## config.mk

```make
export PLATFORM = sky130hd
export DESIGN_NAME = frame_scan_controller
export DESIGN_NICKNAME = d
export VERILOG_FILES = /design/src/rtl/frame_scan_controller.sv
export SDC_FILE = /design/constraint.sdc
export NUM_CORES = 1
export LEC_CHECK = 0
export ABC_AREA = 1
export CAP_MARGIN = 40
export CORE_MARGIN = 3
export CORE_UTILIZATION = 60
export CTS_BUF_LIST = sky130_fd_sc_hd__clkbuf_16
export DETAILED_ROUTE_END_ITERATION = 12
export DONT_BUFFER_PORTS = 1
export PLACE_DENSITY = 0.78
export SLEW_MARGIN = 40
export SYNTH_ARGS = -nofsm -noshare
export SYNTH_HDL_FRONTEND = slang
export SYNTH_SLANG_ARGS = --single-unit
```

## constraint.sdc

```tcl
create_clock -name clock -period 1.74 [get_ports clock]
set_input_delay 0.261 -clock clock [delete_from_list [all_inputs] [get_ports clock]]
set_output_delay 0.261 -clock clock [all_outputs]
set_load 0.01 [all_outputs]
```

## src/rtl/frame_scan_controller.sv

```systemverilog
// Raster-order frame scanner feeding renderer colours to the LCD writer over valid/ready.
// Optional FRAME_COUNT_EN macro adds a 16-bit completed-frame counter on frame_count.
module frame_scan_controller #(
  parameter int unsigned MAX_H   = 320,
  parameter int unsigned MAX_V   = 240,
  parameter int unsigned COORD_W = 9,
  parameter int unsigned COLOR_W = 16
) (
  input  logic               clock,
  input  logic               reset,
  input  logic               start_frame,
  input  logic [COORD_W-1:0] ball_x_in,
  input  logic [COORD_W-1:0] ball_y_in,
  input  logic [COORD_W-1:0] paddle_1_x_in,
  input  logic [COORD_W-1:0] paddle_1_y_in,
  input  logic [COORD_W-1:0] paddle_2_x_in,
  input  logic [COORD_W-1:0] paddle_2_y_in,
  output logic [COORD_W-1:0] ball_x,
  output logic [COORD_W-1:0] ball_y,
  output logic [COORD_W-1:0] paddle_1_x,
  output logic [COORD_W-1:0] paddle_1_y,
  output logic [COORD_W-1:0] paddle_2_x,
  output logic [COORD_W-1:0] paddle_2_y,
  output logic [COORD_W-1:0] pixel_x,
  output logic [COORD_W-1:0] pixel_y,
  input  logic [COLOR_W-1:0] pixel_color_in,
  output logic [COLOR_W-1:0] out_data,
  output logic               out_valid,
  output logic               out_last,
  input  logic               out_ready,
  output logic               busy,
  output logic               frame_done,
  output logic [15:0]        frame_count
);

  localparam logic [COORD_W-1:0] XLast = COORD_W'(MAX_H - 1);
  localparam logic [COORD_W-1:0] YLast = COORD_W'(MAX_V - 1);

  typedef enum logic [1:0] {StIdle, StScan, StDrain} state_e;

  state_e state_q, state_d;
  logic   start, load, last_pix, drain_done;

  assign last_pix = (pixel_x == XLast) && (pixel_y == YLast);

  always_ff @(posedge clock) begin
    if (reset) state_q <= StIdle;
    else       state_q <= state_d;
  end

  always_comb begin
    state_d = state_q;
    unique case (state_q)
      StIdle:  if (start_frame) state_d = StScan;
      StScan:  if (load && last_pix) state_d = StDrain;
      StDrain: if (out_ready) state_d = StIdle;
      default: state_d = StIdle;
    endcase
  end

  always_comb begin
    busy       = (state_q != StIdle);
    start      = (state_q == StIdle) && start_frame;
    load       = (state_q == StScan) && (!out_valid || out_ready);
    drain_done = (state_q == StDrain) && out_ready;
  end

  always_ff @(posedge clock) begin
    if (reset) begin
      ball_x     <= '0;
      ball_y     <= '0;
      paddle_1_x <= '0;
      paddle_1_y <= '0;
      paddle_2_x <= '0;
      paddle_2_y <= '0;
      pixel_x    <= '0;
      pixel_y    <= '0;
      out_data   <= '0;
      out_valid  <= 1'b0;
      out_last   <= 1'b0;
      frame_done <= 1'b0;
    end else begin
      frame_done <= drain_done;
      // Snapshot once per frame so mid-frame game updates cannot tear the image.
      if (start) begin
        ball_x     <= ball_x_in;
        ball_y     <= ball_y_in;
        paddle_1_x <= paddle_1_x_in;
        paddle_1_y <= paddle_1_y_in;
        paddle_2_x <= paddle_2_x_in;
        paddle_2_y <= paddle_2_y_in;
        pixel_x    <= '0;
        pixel_y    <= '0;
      end
      if (load) begin
        out_data  <= pixel_color_in;
        out_valid <= 1'b1;
        out_last  <= last_pix;
        if (!last_pix) begin
          if (pixel_x == XLast) begin
            pixel_x <= '0;
            pixel_y <= pixel_y + 1'b1;
          end else begin
            pixel_x <= pixel_x + 1'b1;
          end
        end
      end
      if (drain_done) begin
        out_valid <= 1'b0;
        out_last  <= 1'b0;
      end
    end
  end

`ifdef FRAME_COUNT_EN
  logic [15:0] frame_count_q;

  always_ff @(posedge clock) begin
    if (reset)           frame_count_q <= '0;
    else if (frame_done) frame_count_q <= frame_count_q + 16'd1;
  end

  assign frame_count = frame_count_q;
`else
  assign frame_count = '0;
`endif

endmodule

```

==> run summary, run 1 <==
Status - finished, final reports clean
Vias in the first global route - 3135
RR Endpoint - pixel_x[1]
Total Power - 4.603 mW
Die Area - 0.007430 sq mm
Register bit total from synthesis - 93
Synth async-reset ratio - 0%
Cts bufs inserted - 9
EDFF count, synth - 0
Post-synth top flop - dfxtp_1
HP Class - input pin to flop
Power Dens Cells - 1092 mW/mm^2
Cts repair resizes - 0
Cell with the most instances after synthesis - nor2_1
CP endpoint kind - flop
Vias - 3331
WP data required - 1.99 ns
GRT Util Overall - 24.58%
Leakage - 1.835 nW
Final Hold Viols - 0
Die Wd - 86.20 um
Worst-Skew Late Latency - 0.33 ns
Maxcap violations - 0
Drt first pass iters - 4
Syn-to-layout area delta - 9.241%
Setup TNS - 0 ns
Hold depth - 2
Clk root buf - clkbuf_16
Tmin final - 1.549 ns
CP max stage delay - 0.35 ns
IO Count - 182
R2R Setup Slk - 0.19 ns
Worst path slowest cell - dfxtp_1
Skew final - 0.005836 ns
Wire per inst - 15.63 um
Max H-tree Level - 3
Share of cells above drive strength 1 - 10.61%
Hold path startpoint - paddle_1_x_in[4]
Initial DRC count - 177
Synth top area share - 48.25%
Row Count - 28
CORE AREA - 0.006061 sq mm
Worst VDD drop - 0.7380 mV
CP Launch Type - flop
Arr. time, crit path - 1.80 ns
Setup-failing EPs final - 0
DRC - 0
Post-detailed-route count of antenna-violating nets - 0
Nets - 600
WL final - 9424 um
Most frequent cells after synthesis - 159 x nor2_1, 93 x dfxtp_1, 78 x o21ai_0
Hold endpoint - paddle_1_x[4]
Cell Area, Synth - 0.003859 sq mm
Initial Util - 63.67%
GR Overflow Total - 0
# diodes - 0
Crit path cell chain - ha_1, nand2_2, nor2_4, nand2_2, nor2_8, nand2_4, nand2_4, nand3_1, a21oi_1
First-pass GRT wire length - 14700 um
CTS tree - built
Fmax - 645.6 MHz
Final core utilization - 69.55%
Vias per Instance - 5.524
YS warnings - 0
R2r worst-path depth - 9
Final HPWL DP - 6553 um
Max Slew Vio Count - 0
Die H - 86.20 um
R2r startpoint - pixel_y[1]
Synth cell types - 26
Final critical-path share of the clock period - 89.01%
Clock Path Buffers - 2
Syn Area/Cell - 7.392 sq um
Clock sinks - 93
WS Path Type - flop to flop
Leading area contributor after synthesis - dfxtp_1
I/O Buffers - 0
Clock-pin slew on the worst setup and hold paths - 0.07 ns
RSZ-0062 raised after global routing - false
Post-synthesis cell count - 522
Synth area leaders - dfxtp_1 48%, nor2_1 15%, o21ai_0 10%
Final RePlAce weighted congestion - 0.9096
Fin cells - 603
Largest net degree at the start of global routing - 59
Antenna violations before repair - 0
Register area share after synthesis - 48.25%
Crit-path max FO - 6
DP Cell Count - 585
[kinds of logic (layout without fill, tap and decap cells)]
kind of cell | Yosys count | after routing | synth area share (%)
AND/OR/NAND/NOR | 256 | 256 | 29.02
adder cells (fa/ha/maj) | 2 | 2 | 0.6484
buffers and inverters | 69 | 60 | 8.528
other | 1 | 16 | 0.09718
AO/OA/AOI/OAI | 101 | 101 | 13.46
flip-flops | 93 | 93 | 48.25
[what timing repair did]
item | 4_1_cts | 5_1_grt
hold endpoints to repair | 9 | 1
hold buffers | 2 | 1
setup buffers | 0 | 0
[placed cells by master, fill, tap and decap left out, types with 3 or more instances in the layout]
| master | Yosys | routed |
|---|---|---|
| nand2_2 | 3 | 3 |
| inv_2 | 8 | 8 |
| nand2_4 | 4 | 4 |
| nand4_1 | 3 | 3 |
| nand3_1 | 28 | 28 |
| clkbuf_16 | 0 | 9 |
| conb_1 | 1 | 16 |
| a21oi_1 | 17 | 17 |
| nor2_4 | 4 | 4 |
| dlygate4sd3_1 | 0 | 3 |
| o21ai_2 | 3 | 3 |
| buf_4 | 17 | 13 |
| nor2_1 | 159 | 159 |
| nand2_1 | 48 | 48 |
| o21ai_0 | 78 | 78 |
| dfxtp_1 | 93 | 93 |
| inv_1 | 19 | 19 |
[cell type report]
cell class / instances / area, sq um
inverter: 27 / 101.3
sequential: 93 / 1862
timing repair buffer: 18 / 167.7
fill: 509 / 1846
tap: 75 / 93.84
multi-input combinational: 375 / 1724
clock buffer: 9 / 225.2
clock inverter: 6 / 41.29
[per-layer routing]
| metal | global-route usage, % | share of wire, % | vias to the layer above |
|---|---|---|---|
| li1 | - | - | 1640 |
| met3 | 7.034 | 9.3 | 14 |
| met4 | 9.632 | 1.6 | 0 |
| met5 | 0 | 0 | - |
| met1 | 30.61 | 39 | 1536 |
| met2 | 40.36 | 50 | 141 |
[power by group]
group,internal (mW),total [mW],switching (mW)
clock,0.960,1.76,0.801
combinational,0.131,0.396,0.265
sequential,2.28,2.45,0.169
total,3.37,4.60,1.23
[through the flow]
step	hold slack [ns]	setup WS, ns	cell area [sq um]
after floorplan	0.3301	0.2336	3915
after CTS	0.004073	0.1733	4205
after global placement	0.3323	0.2993	3919
final	0.06815	0.1912	4215
after global routing	0.05954	0.08269	4215
after detailed placement	0.3341	0.2454	3919
[worst max path at each step]
stage,end,start,depth (start not counted)
global route,pixel_x[1],pixel_y[1],9
floorplan,pixel_y[1],pixel_y[0],10
CTS,pixel_x[1],pixel_y[1],9
finish,pixel_x[1],pixel_y[1],9
detailed placement,pixel_y[1],pixel_y[1],10
global placement,pixel_y[1],pixel_y[0],10
[critical path, delay by kind of cell, from the launching register on]
family / cells / cell delay (ns)
simple gates: 7 / 0.76
compound gates: 1 / 0.16
flops: 1 / 0.35
fa+ha+maj: 1 / 0.21
[flip-flops by register name (all words and copies together) (netlist names)]
register	cells
pixel_y	9
out_last	1
ball_x	9
out_data	16
pixel_x	9
frame_done	1
out_valid	1
ball_y	9
paddle_1_y	9
paddle_1_x	9
paddle_2_y	9
state_q	2
paddle_2_x	9
No activity file was read; power rests on OpenSTA's default activity.
==> run 2: changes to the inputs <==
- CORE_ASPECT_RATIO: unset -> 1.2
==> run 2 against run 1 <==
- worst hold slack worse by 0.058 ns
- core utilization is 0.95 points lower
- die area hardly changed
- non-clock buffer count is 3 lower
- register-to-register slack hardly changed
- wire length is 1.9% lower
- sequential share of layout area is 0.12 points higher
- largest power group unchanged
- combinational power is 4% lower
- cell count is 0.83% higher
- highest routed layer unchanged
- sequential power hardly changed
==> run summary, run 2 (synthesized netlist as in run 1, its figures left out) <==
Status - finished, final reports clean (unchanged)
Post-detailed-route count of antenna-violating nets - 0 (unchanged)
Vias in the first global route - 3061 (was 3135)
Arr. time, crit path - 1.80 ns (about the same)
Worst-Skew Late Latency - 0.33 ns (about the same)
HP Class - input pin to flop (unchanged)
Clock Path Buffers - 2 (unchanged)
Multi-input gate area - 0.001724 sq mm (unchanged)
Tmin final - 1.546 ns (was 1.549 ns)
Die H - 93.85 um (was 86.20 um)
Setup TNS - 0 ns (unchanged)
Initial DRC count - 187 (was 177)
Initial Util - 62.96% (was 63.67%)
Most flops, register - out_data (unchanged)
Power Dens Cells - 1130 mW/mm^2 (was 1092 mW/mm^2)
# diodes - 0 (unchanged)
Drt first pass iters - 4 (unchanged)
Final HPWL DP - 6633 um (was 6553 um)
Crit path cell chain - inv_2, nand2_1, inv_2, nand2_1, inv_2, nand2_1, inv_2, o21ai_0, a21oi_1 (was ha_1, nand2_2, nor2_4, nand2_2, nor2_8, nand2_4, nand2_4, nand3_1, a21oi_1)
CORE AREA - 0.006128 sq mm (was 0.006061 sq mm)
Vias per Instance - 5.390 (was 5.524)
First-pass GRT wire length - 14700 um (unchanged)
Clock sinks - 93 (unchanged)
Clk root buf - clkbuf_16 (unchanged)
Skew final - 0.007359 ns (was 0.005836 ns)
Die Area - 0.007433 sq mm (was 0.007430 sq mm)
I/O Buffers - 0 (unchanged)
CP max stage delay - 0.33 ns (was 0.35 ns)
Nets - 597 (was 600)
R2r startpoint - state_q[1] (was pixel_y[1])
Fmax - 646.9 MHz (was 645.6 MHz)
Cts repair resizes - 0 (unchanged)
GR Overflow Total - 0 (unchanged)
Hold depth - 1 (was 2)
Final RePlAce weighted congestion - 0.8259 (was 0.9096)
Row Count - 31 (was 28)
Maxcap violations - 0 (unchanged)
Fillers - 531 (was 509)
Max Slew Vio Count - 0 (unchanged)
RR Endpoint - pixel_x[4] (was pixel_x[1])
Commonest non-fill, non-tap cell in the layout - nor2_1 (unchanged)
R2r worst-path depth - 9 (unchanged)
R2R Setup Slk - 0.19 ns (about the same)
Antenna violations before repair - 0 (unchanged)
Delay-heaviest family, CP - buffers and inverters (was simple AND/OR/NAND/NOR gates)
Worst path slowest cell - dfxtp_1 (unchanged)
Hold path startpoint - reset (was paddle_1_x_in[4])
Leakage - 1.823 nW (was 1.835 nW)
DP Area - 0.003895 sq mm (was 0.003919 sq mm)
Largest net degree at the start of global routing - 43 (was 59)
Final critical-path share of the clock period - 88.85% (was 89.01%)
Setup-failing EPs final - 0 (unchanged)
GRT Util Overall - 25.05% (was 24.58%)
CP dominant cell by count - inv_2
Max FFs per register - 16 (unchanged)
Vias - 3277 (was 3331)
Wire per inst - 15.21 um (was 15.63 um)
CP Buf/Inv Count - 4 (was 0)
CP endpoint kind - flop (unchanged)
WP data required - 1.99 ns (about the same)
Final Hold Viols - 0 (unchanged)
Die Wd - 79.21 um (was 86.20 um)
Worst VDD drop - 0.7258 mV (was 0.7380 mV)
Hold endpoint - frame_done (was paddle_1_x[4])
Share of cells above drive strength 1 - 10.65% (was 10.61%)
IO Count - 182 (unchanged)
RSZ-0062 raised after global routing - false (unchanged)
Most frequent cells in the layout - 159 x nor2_1, 93 x dfxtp_1, 78 x o21ai_0 (unchanged)
Max H-tree Level - 3 (unchanged)
CP Launch Type - flop (unchanged)
DRC - 0 (unchanged)
CTS tree - built (unchanged)
WL final - 9245 um (was 9424 um)
Syn-to-layout area delta - 8.949% (was 9.241%)
WS Path Type - flop to flop (unchanged)
Fin area - 0.004204 sq mm (was 0.004215 sq mm)
Clock-pin slew on the worst setup and hold paths - 0.06 ns (was 0.07 ns)
FF+latch area - 0.001862 sq mm (unchanged)
Cts bufs inserted - 9 (unchanged)
Crit-path max FO - 18 (was 6)
run 2: changes by cell type in the layout (fill, tap and decap cells not counted), sizes merged:
cell,delta
inv,+1
bufinv,+1
buf,-1
clkinv,-2
clkinvlp,+1
dlygate4sd3,-2
run 2: where the power goes:
| group | switching [mW] | internal (mW) | leakage (nW) |
|---|---|---|---|
| combinational | 0.260 | 0.118 | 0.917 |
| sequential | 0.168 | 2.28 | 0.766 |
| clock | 0.810 | 1.12 | 0.140 |
run 2: what timing repair did:
item	in CTS	in global routing
hold endpoints to repair	10	0
hold buffers	1	0
setup buffers	0	0
run 2: area by class of cell:
| cell class | instances | area share, % |
|---|---|---|
| Timing Repair Buffer | 15 | 2.738 |
| Clock buffer | 9 | 5.357 |
| Clock inverter | 7 | 1.756 |
| Sequential cell | 93 | 44.29 |
| Multi-Input combinational cell | 375 | 41.01 |
| Tap cell | 82 | 2.440 |
| Inverter | 27 | 2.411 |
run 2: worst max-delay path by stage:
stage,endpoint,slack (ns),cells after the start,startpoint
after floorplan,pixel_y[1],0.23,10,pixel_y[0]
after global placement,pixel_y[1],0.30,7,pixel_x[2]
after detailed placement,pixel_y[2],0.24,8,pixel_x[0]
after CTS,pixel_y[1],0.22,7,pixel_x[2]
after global routing,pixel_x[4],0.003,9,state_q[1]
final,pixel_x[4],0.19,9,state_q[1]
run 2: routing by layer:
| layer | vias up | share of wire (%) | GRT usage (%) | wire length (um) |
|---|---|---|---|---|
| met5 | - | 0 | 0 | 0 |
| met3 | 18 | 9.9 | 9.981 | 919 |
| met2 | 145 | 50 | 41.71 | 4601 |
| met1 | 1469 | 38 | 29.06 | 3553 |
| met4 | 0 | 1.8 | 8.739 | 170 |
| li1 | 1645 | - | - | - |
run 2: through the flow:
stage	instances	power (mW)	setup slack (ns)	utilization, %	hold slack, ns
2_1_floorplan	537	2.786	0.2336	-	0.3301
3_3_place_gp	591	2.850	0.2993	63.56	0.3324
3_5_place_dp	591	2.864	0.2423	63.56	0.3344
4_1_cts	608	4.784	0.2180	68.60	0.003717
5_1_grt	608	4.961	0.002769	68.60	0.005508
6_report	608	4.751	0.1940	68.60	0.01050
run 2: worst register-to-register path, cell delays in order (launching register included):
cell     delay, ns
dfxtp_1       0.33
inv_2         0.07
nand2_1       0.07
inv_2         0.07
nand2_1       0.07
inv_2         0.29
nand2_1       0.17
inv_2         0.15
o21ai_0       0.10
a21oi_1       0.16
